File: config.mk
export PLATFORM = sky130hd
export DESIGN_NAME = multicycle_controller
export DESIGN_NICKNAME = d
export VERILOG_FILES = /design/src/rtl/minicpu_ctrl_pkg.sv /design/src/rtl/multicycle_controller.sv
export SDC_FILE = /design/constraint.sdc
export NUM_CORES = 1
export LEC_CHECK = 0
export CAP_MARGIN = 20
export CORE_MARGIN = 1.5
export CORE_UTILIZATION = 35
export CTS_CLUSTER_SIZE = 8
export DETAILED_ROUTE_END_ITERATION = 12
export MAX_ROUTING_LAYER = met4
export PLACE_DENSITY = 0.7
export SETUP_SLACK_MARGIN = 0.4
export SLEW_MARGIN = 20
export SYNTH_ARGS = -nofsm -noshare
export SYNTH_HDL_FRONTEND = slang
export SYNTH_SLANG_ARGS = --single-unit
File: constraint.sdc
create_clock -name clk -period 2.2 [get_ports clk]
set_clock_uncertainty 0.15 [all_clocks]
set_input_delay 0.44 -clock clk [delete_from_list [all_inputs] [get_ports clk]]
set_output_delay 0.44 -clock clk [all_outputs]
set_load 0.01 [all_outputs]
File: src/rtl/minicpu_ctrl_pkg.sv
// Shared types and constants for the minicpu multicycle control path.
// BNEEX is always encoded so state numbering is identical across builds.
package minicpu_ctrl_pkg;

  typedef enum logic [3:0] {
    RESET   = 4'd0,
    FETCH   = 4'd1,
    DECODE  = 4'd2,
    MEMADR  = 4'd3,
    MEMRD   = 4'd4,
    MEMWB   = 4'd5,
    MEMWR   = 4'd6,
    RTYPEEX = 4'd7,
    RTYPEWB = 4'd8,
    BEQEX   = 4'd9,
    ADDIEX  = 4'd10,
    ADDIWB  = 4'd11,
    JEX     = 4'd12,
    BNEEX   = 4'd13
  } state_t;

  localparam logic [5:0] OP_RTYPE = 6'b000000;
  localparam logic [5:0] OP_LW    = 6'b100011;
  localparam logic [5:0] OP_SW    = 6'b101011;
  localparam logic [5:0] OP_BEQ   = 6'b000100;
  localparam logic [5:0] OP_BNE   = 6'b000101;
  localparam logic [5:0] OP_ADDI  = 6'b001000;
  localparam logic [5:0] OP_J     = 6'b000010;

  localparam logic [1:0] ALUOP_ADD   = 2'b00;
  localparam logic [1:0] ALUOP_SUB   = 2'b01;
  localparam logic [1:0] ALUOP_FUNCT = 2'b10;

  localparam logic [1:0] SRCB_B    = 2'b00;
  localparam logic [1:0] SRCB_FOUR = 2'b01;
  localparam logic [1:0] SRCB_IMM  = 2'b10;
  localparam logic [1:0] SRCB_IMM2 = 2'b11;

  localparam logic [1:0] PCSRC_ALU  = 2'b00;
  localparam logic [1:0] PCSRC_OUT  = 2'b01;
  localparam logic [1:0] PCSRC_JUMP = 2'b10;

endpackage

File: src/rtl/multicycle_controller.sv
// Main control FSM of the multicycle minicpu (fetch/decode/execute/mem/wb).
// Define MULTICYCLE_CTRL_BNE_EN to make bne (000101) a legal opcode.
module multicycle_controller
  import minicpu_ctrl_pkg::*;
#(
  parameter bit MEM_HANDSHAKE = 1'b1
) (
  input  logic       clk,
  input  logic       rst_n,
  input  logic [5:0] opcode,
  input  logic       zero,
  input  logic       mem_ready,
  output logic       pc_en,
  output logic       iord,
  output logic       mem_write,
  output logic       ir_write,
  output logic       reg_write,
  output logic       reg_dst,
  output logic       mem_to_reg,
  output logic       alu_src_a,
  output logic [1:0] alu_src_b,
  output logic [1:0] pc_src,
  output logic [1:0] alu_op,
  output logic       illegal_op
);

  state_t state_q, state_d;
  logic   pc_write;
  logic   branch;
  logic   branch_ne;
  logic   mem_rdy;

  assign mem_rdy = MEM_HANDSHAKE ? mem_ready : 1'b1;

  always_ff @(posedge clk or negedge rst_n) begin
    if (!rst_n) begin
      state_q <= RESET;
    end else begin
      state_q <= state_d;
    end
  end

  always_comb begin
    state_d    = FETCH;
    pc_write   = 1'b0;
    branch     = 1'b0;
    branch_ne  = 1'b0;
    iord       = 1'b0;
    mem_write  = 1'b0;
    ir_write   = 1'b0;
    reg_write  = 1'b0;
    reg_dst    = 1'b0;
    mem_to_reg = 1'b0;
    alu_src_a  = 1'b0;
    alu_src_b  = SRCB_B;
    pc_src     = PCSRC_ALU;
    alu_op     = ALUOP_ADD;
    illegal_op = 1'b0;
    case (state_q)
      RESET: state_d = FETCH;
      FETCH: begin
        alu_src_b = SRCB_FOUR;
        ir_write  = mem_rdy;
        pc_write  = mem_rdy;
        state_d   = mem_rdy ? DECODE : FETCH;
      end
      DECODE: begin
        alu_src_b = SRCB_IMM2;
        case (opcode)
          OP_LW, OP_SW: state_d = MEMADR;
          OP_RTYPE:     state_d = RTYPEEX;
          OP_BEQ:       state_d = BEQEX;
          OP_ADDI:      state_d = ADDIEX;
          OP_J:         state_d = JEX;
`ifdef MULTICYCLE_CTRL_BNE_EN
          OP_BNE:       state_d = BNEEX;
`endif
          default: begin
            state_d    = FETCH;
            illegal_op = 1'b1;
          end
        endcase
      end
      MEMADR: begin
        alu_src_a = 1'b1;
        alu_src_b = SRCB_IMM;
        state_d   = (opcode == OP_SW) ? MEMWR : MEMRD;
      end
      MEMRD: begin
        iord    = 1'b1;
        state_d = mem_rdy ? MEMWB : MEMRD;
      end
      MEMWB: begin
        reg_write  = 1'b1;
        mem_to_reg = 1'b1;
      end
      MEMWR: begin
        iord      = 1'b1;
        mem_write = 1'b1;
        state_d   = mem_rdy ? FETCH : MEMWR;
      end
      RTYPEEX: begin
        alu_src_a = 1'b1;
        alu_op    = ALUOP_FUNCT;
        state_d   = RTYPEWB;
      end
      RTYPEWB: begin
        reg_write = 1'b1;
        reg_dst   = 1'b1;
      end
      BEQEX: begin
        alu_src_a = 1'b1;
        alu_op    = ALUOP_SUB;
        pc_src    = PCSRC_OUT;
        branch    = 1'b1;
      end
      ADDIEX: begin
        alu_src_a = 1'b1;
        alu_src_b = SRCB_IMM;
        state_d   = ADDIWB;
      end
      ADDIWB: reg_write = 1'b1;
      JEX: begin
        pc_src   = PCSRC_JUMP;
        pc_write = 1'b1;
      end
`ifdef MULTICYCLE_CTRL_BNE_EN
      BNEEX: begin
        alu_src_a = 1'b1;
        alu_op    = ALUOP_SUB;
        pc_src    = PCSRC_OUT;
        branch_ne = 1'b1;
      end
`endif
      default: state_d = FETCH;
    endcase
  end

  assign pc_en = pc_write | (branch & zero) | (branch_ne & ~zero);

endmodule

* Yosys cells after proc, flatten, opt, wreduce, memory -nomap -nowiden
Cells that the tools add are included.
Storage, ports and cells: output and inout bits 15, bits in registers 4, word-level logic and storage cells 47, bits of input ports 10
Cells by class: multiplexer cells 20, reduce and logical (&&, ||, !) cells 7, bitwise logic cells 2, eq/ne operators 17
Operators by type and width (count):
- $pmux 4 s7 | 1
- $eq 4x4->1 const B | 5
- $pmux 4 s5 | 1
- $eq 4x3->1 const B | 4
- $eq 6x6->1 const B | 2
- $mux 1 | 11
- $eq 4x2->1 const B | 2
- $pmux 2 s2 | 2
- $eq 6x2->1 const B | 1
- $eq 6x3->1 const B | 1
- $eq 6x4->1 const B | 1
- $logic_not 6->1 | 1
- $pmux 2 s3 | 1
- $reduce_or 2->1 | 3
- $reduce_or 6->1 | 1
- $eq 4x1->1 const B | 1
- $mux 2 | 2
- $reduce_or 4->1 | 1
- $mux 3 | 1
- $reduce_or 3->1 | 1
- $pmux 1 s2 | 1
- $and 1x1->1 | 1
- $or 1x1->1 | 1

* Depth between registers and ports, before layout
word-level depth 4, depth in mapped cells 5, mapped depth without buffers 4

* Worst setup path after synthesis
Ideal clock, no wire load.
kind register to output, from register state_q[1], to output pc_en, data required time 1610 ps, arrival 1147 ps, setup slack 463 ps, cell stages (with the launch flop) 4, path buffers 0, path through dfrtp_1 -> nand2b_1 -> nor4b_4 -> a211o_1
On the way: cells in the longest elaborated chain, start to end 4, elaborated cells on any way between the ends 7
RTL lines:
- start: declaration | RTL line multicycle_controller.sv:27 | state_t state_q, state_d;
- start signal: assignment | RTL line multicycle_controller.sv:39 | state_q <= state_d;
- $eq 4x4->1 | RTL line multicycle_controller.sv:59 | case (state_q)
- $mux 1 | RTL line multicycle_controller.sv:59
- $and 1x1->1 | RTL line multicycle_controller.sv:139 | assign pc_en = pc_write | (branch & zero) | (branch_ne & ~zero);
- $or 1x1->1 (*) | RTL line multicycle_controller.sv:139
- end: declaration | RTL line multicycle_controller.sv:13 | output logic pc_en,
Mark *: on every way between the ends. The rest lies on a longest branch, timed or not.

* Worst setup path in the final report
from register state_q[0], to output alu_src_a
On the way: cells in the longest elaborated chain, start to end 3, elaborated cells on any way between the ends 6
RTL lines:
- $eq 4x4->1, or another cell as far along | RTL line multicycle_controller.sv:59
- $reduce_or 4->1 (no source line) (*)
- $mux 1 (*) | RTL line multicycle_controller.sv:59
- end: declaration | RTL line multicycle_controller.sv:20 | output logic alu_src_a,
Marked as above.

==> key figures <==
Global routing
  • Number of global-route vias before repair: 571
  • Total grt overflow: 0
  • Antenna violations before repair: 0
  • First-pass GRT wire length: 2500 um
  • GR Util All Layers: 0.253
  • Largest net degree at the start of global routing: 14

Critical path
  • Reg2reg start: state_q[3]
  • Worst reg-to-reg setup slack: 0.59 ns
  • Crit-path slowest cell: dfrtp_2
  • Crit Path Category: reg -> out
  • Kind of cell adding the most delay to the critical path: flip-flops
  • Max incr delay on CP: 0.46 ns
  • Crit-path cells: buf_6 -> buf_4 -> mux2i_1 -> a21o_1 -> buf_6
  • Worst reg2reg endpoint: state_q[1]
  • Most common cell on crit path: buf_6
  • Worst Setup End Kind: output pin
  • Startpoint Class: register
  • Arr. time, crit path: 1.46 ns
  • WP buf/inv: 3
  • CP required: 1.61 ns
  • CP max FO: 5
  • Worst r2r path cells: 6

Synth
  • Post-synth top cells: nor2_1, o21ai_0, dfrtp_1, nand2b_1
  • Register area share after synthesis: 0.214
  • Dominant synthesized flop cell: dfrtp_1
  • Synth Net Count: 71
  • Synth Register Bits: 4
  • Syn Inst Count: 61
  • Ys Warns: 0
  • Top cells by area, synth: dfrtp_1, nor2_1, o21ai_0
  • Netlist cell types: 33
  • Top cell type by total area after synthesis: dfrtp_1
  • Mapped cell area: 467 um2
  • Yosys top cell area share: 0.214
  • Most instantiated library cell after synthesis: nor2_1
  • Async S/R FF share, synth: 1.00
  • Post-synth EDFFs: 0
  • Avg Cell Area, Syn: 7.65 um2

Status
  • Status: complete, no violations

STA
  • # setup viols final: 0
  • Fmax: 489 MHz
  • Min cycle time layout: 2.05 ns
  • Worst Tran Pin Value: 0.278 ns
  • RSZ-0062 raised after global routing: yes
  • Final hold violation count: 0
  • Setup tns final: 0 ns
  • Rel. slew slack: 0.814
  • Max Slew Vio Count: 0
  • Fin crit share: 0.930
  • Final WS setup: 0.155 ns
  • Hold_ws: 0.244 ns

Detailed routing
  • Post-DRT Antenna Nets: 0
  • DR WL/cell: 14.7 um
  • DR pass1 iterations: 3
  • Initial DRC count: 9
  • Routed WL: 1820 um
  • Final routed DRC violation total: 0
  • Via count: 644
  • Number of vias per cell: 5.19

Clock network
  • TritonCTS clock tree: done
  • H-tree Lvls: 1
  • Clk buf depth: 2
  • Clock sink count: 4
  • Clk_lat worst skew: 0.24 ns
  • CTS Hold Bufs: 0
  • Num CTS Buffers: 3
  • Clock transition at the registers of the reported paths: 0.04 ns
  • Clock root cell: clkbuf_4

Floorplanning
  • I/O pins: 25
  • Core ar.: 0.00117 mm2
  • Initial Util: 0.399
  • Num rows: 12
  • Die Wd: 39.5 um
  • Die area: 0.00156 mm2
  • Die height: 39.5 um

Placed design
  • GPL Wtd Cong: 0.827
  • Placed Instance Area: 846 um2
  • Dpl ws: -0.353 ns
  • DP HPWL: 1170 um
  • PortBufs: 24

Power
  • Switching Share: 0.435
  • Lkg Pwr: 0.000471 uW
  • Net Sw Power: 487 uW
  • Power Density: 1160 mW/mm2
  • Combinational share of power: 0.772
  • Clock Power Share: 0.085
  • Seq pwr share: 0.143
  • Peak supply drop: 0.915 mV
  • Pint: 634 uW

Min path
  • Hold crit path type: in -> async

Final layout
  • Top Registers: state_q: 4 flops
  • Most flop-heavy register: state_q
  • Area delta synth->final: 107%
  • Max reg flops: 4
  • Final Cell Area: 967 um2
  • Final #Nets: 122
  • Layout cells sized above 1: 0.582
  • Final Util: 0.826
  • Antenna diode count: 0

Run
  • Max Cap Violations: 0
==> per-layer routing <==
metal	vias up	wire (um)	share of wire	track usage
met4	0	0	0	0.0517
met5	-	0	0	-
met1	298	741	0.41	0.269
met2	17	1020	0.56	0.475
li1	329	-	-	-
met3	0	58	0.032	0.0511
==> power groups by stage <==
stage          combinational [uW]  sequential [uW]  clock, uW
6_report                      865              160       95.5
5_1_grt                       917              164        104
4_1_cts                       738              148       98.1
3_5_place_dp                  702              136          0
3_3_place_gp                  695              136          0
2_1_floorplan                 332              141          0
==> cells in the final DEF (no fill, tap or decap), types with 2 or more instances in the layout <==
| cell | instances |
|---|---|
| buf_2 | 12 |
| clkbuf_4 | 3 |
| nor2_1 | 4 |
| dfrtp_2 | 3 |
| nand2_1 | 2 |
| nor3_2 | 3 |
| buf_4 | 14 |
| o21ai_0 | 6 |
| nand2b_4 | 4 |
| a21oi_1 | 2 |
| dlygate4sd2_1 | 7 |
| buf_6 | 13 |
| nor2_2 | 5 |
| a21boi_1 | 2 |
| clkdlybuf4s50_1 | 2 |
| nand4_1 | 2 |
==> worst max-delay path by stage <==
stage,cells after the start,to,from,slack (ns)
after detailed placement,5,illegal_op,opcode[2],-0.35
after global placement,5,illegal_op,opcode[2],-0.32
after floorplan,3,pc_en,state_q[1],0.46
after global routing,4,pc_en,state_q[3],0.1
final,5,alu_src_a,state_q[0],0.15
after CTS,4,pc_en,state_q[3],0.18
==> logic make-up after synthesis <==
kind of cell              after synthesis  share of synthesized area
muxes                                   2                     0.0456
and+or+nand+nor                        30                      0.405
xor gates and xnor gates                1                     0.0188
buffers and inverters                   4                     0.0375
DFF                                     4                      0.214
AOI/OAI and AO/OA                      20                      0.279
==> final cells by class <==
cell class	instances	area, um2
Clock buffer	3	22.5
Fill cell	83	204
Inverter	1	3.75
Multi-Input combinational cell	53	414
Sequential cell	4	104
Tap cell	14	17.5
Timing Repair Buffer	49	405
==> per-stage QoR <==
| stage | total power (uW) | cells |
|---|---|---|
| after floorplan | 473 | 61 |
| after global placement | 831 | 114 |
| after detailed placement | 838 | 114 |
| after CTS | 984 | 121 |
| after global routing | 1190 | 124 |
| final | 1120 | 124 |
==> timing repair <==
| item | CTS | global route |
|---|---|---|
| pin swaps | 8 | 5 |
| gates resized for setup | 78 | 20 |
| setup endpoints to repair | 16 | 16 |
| cloned | 0 | 0 |
| setup buffers | 4 | 3 |
No activity file was read; power rests on OpenSTA's default activity.
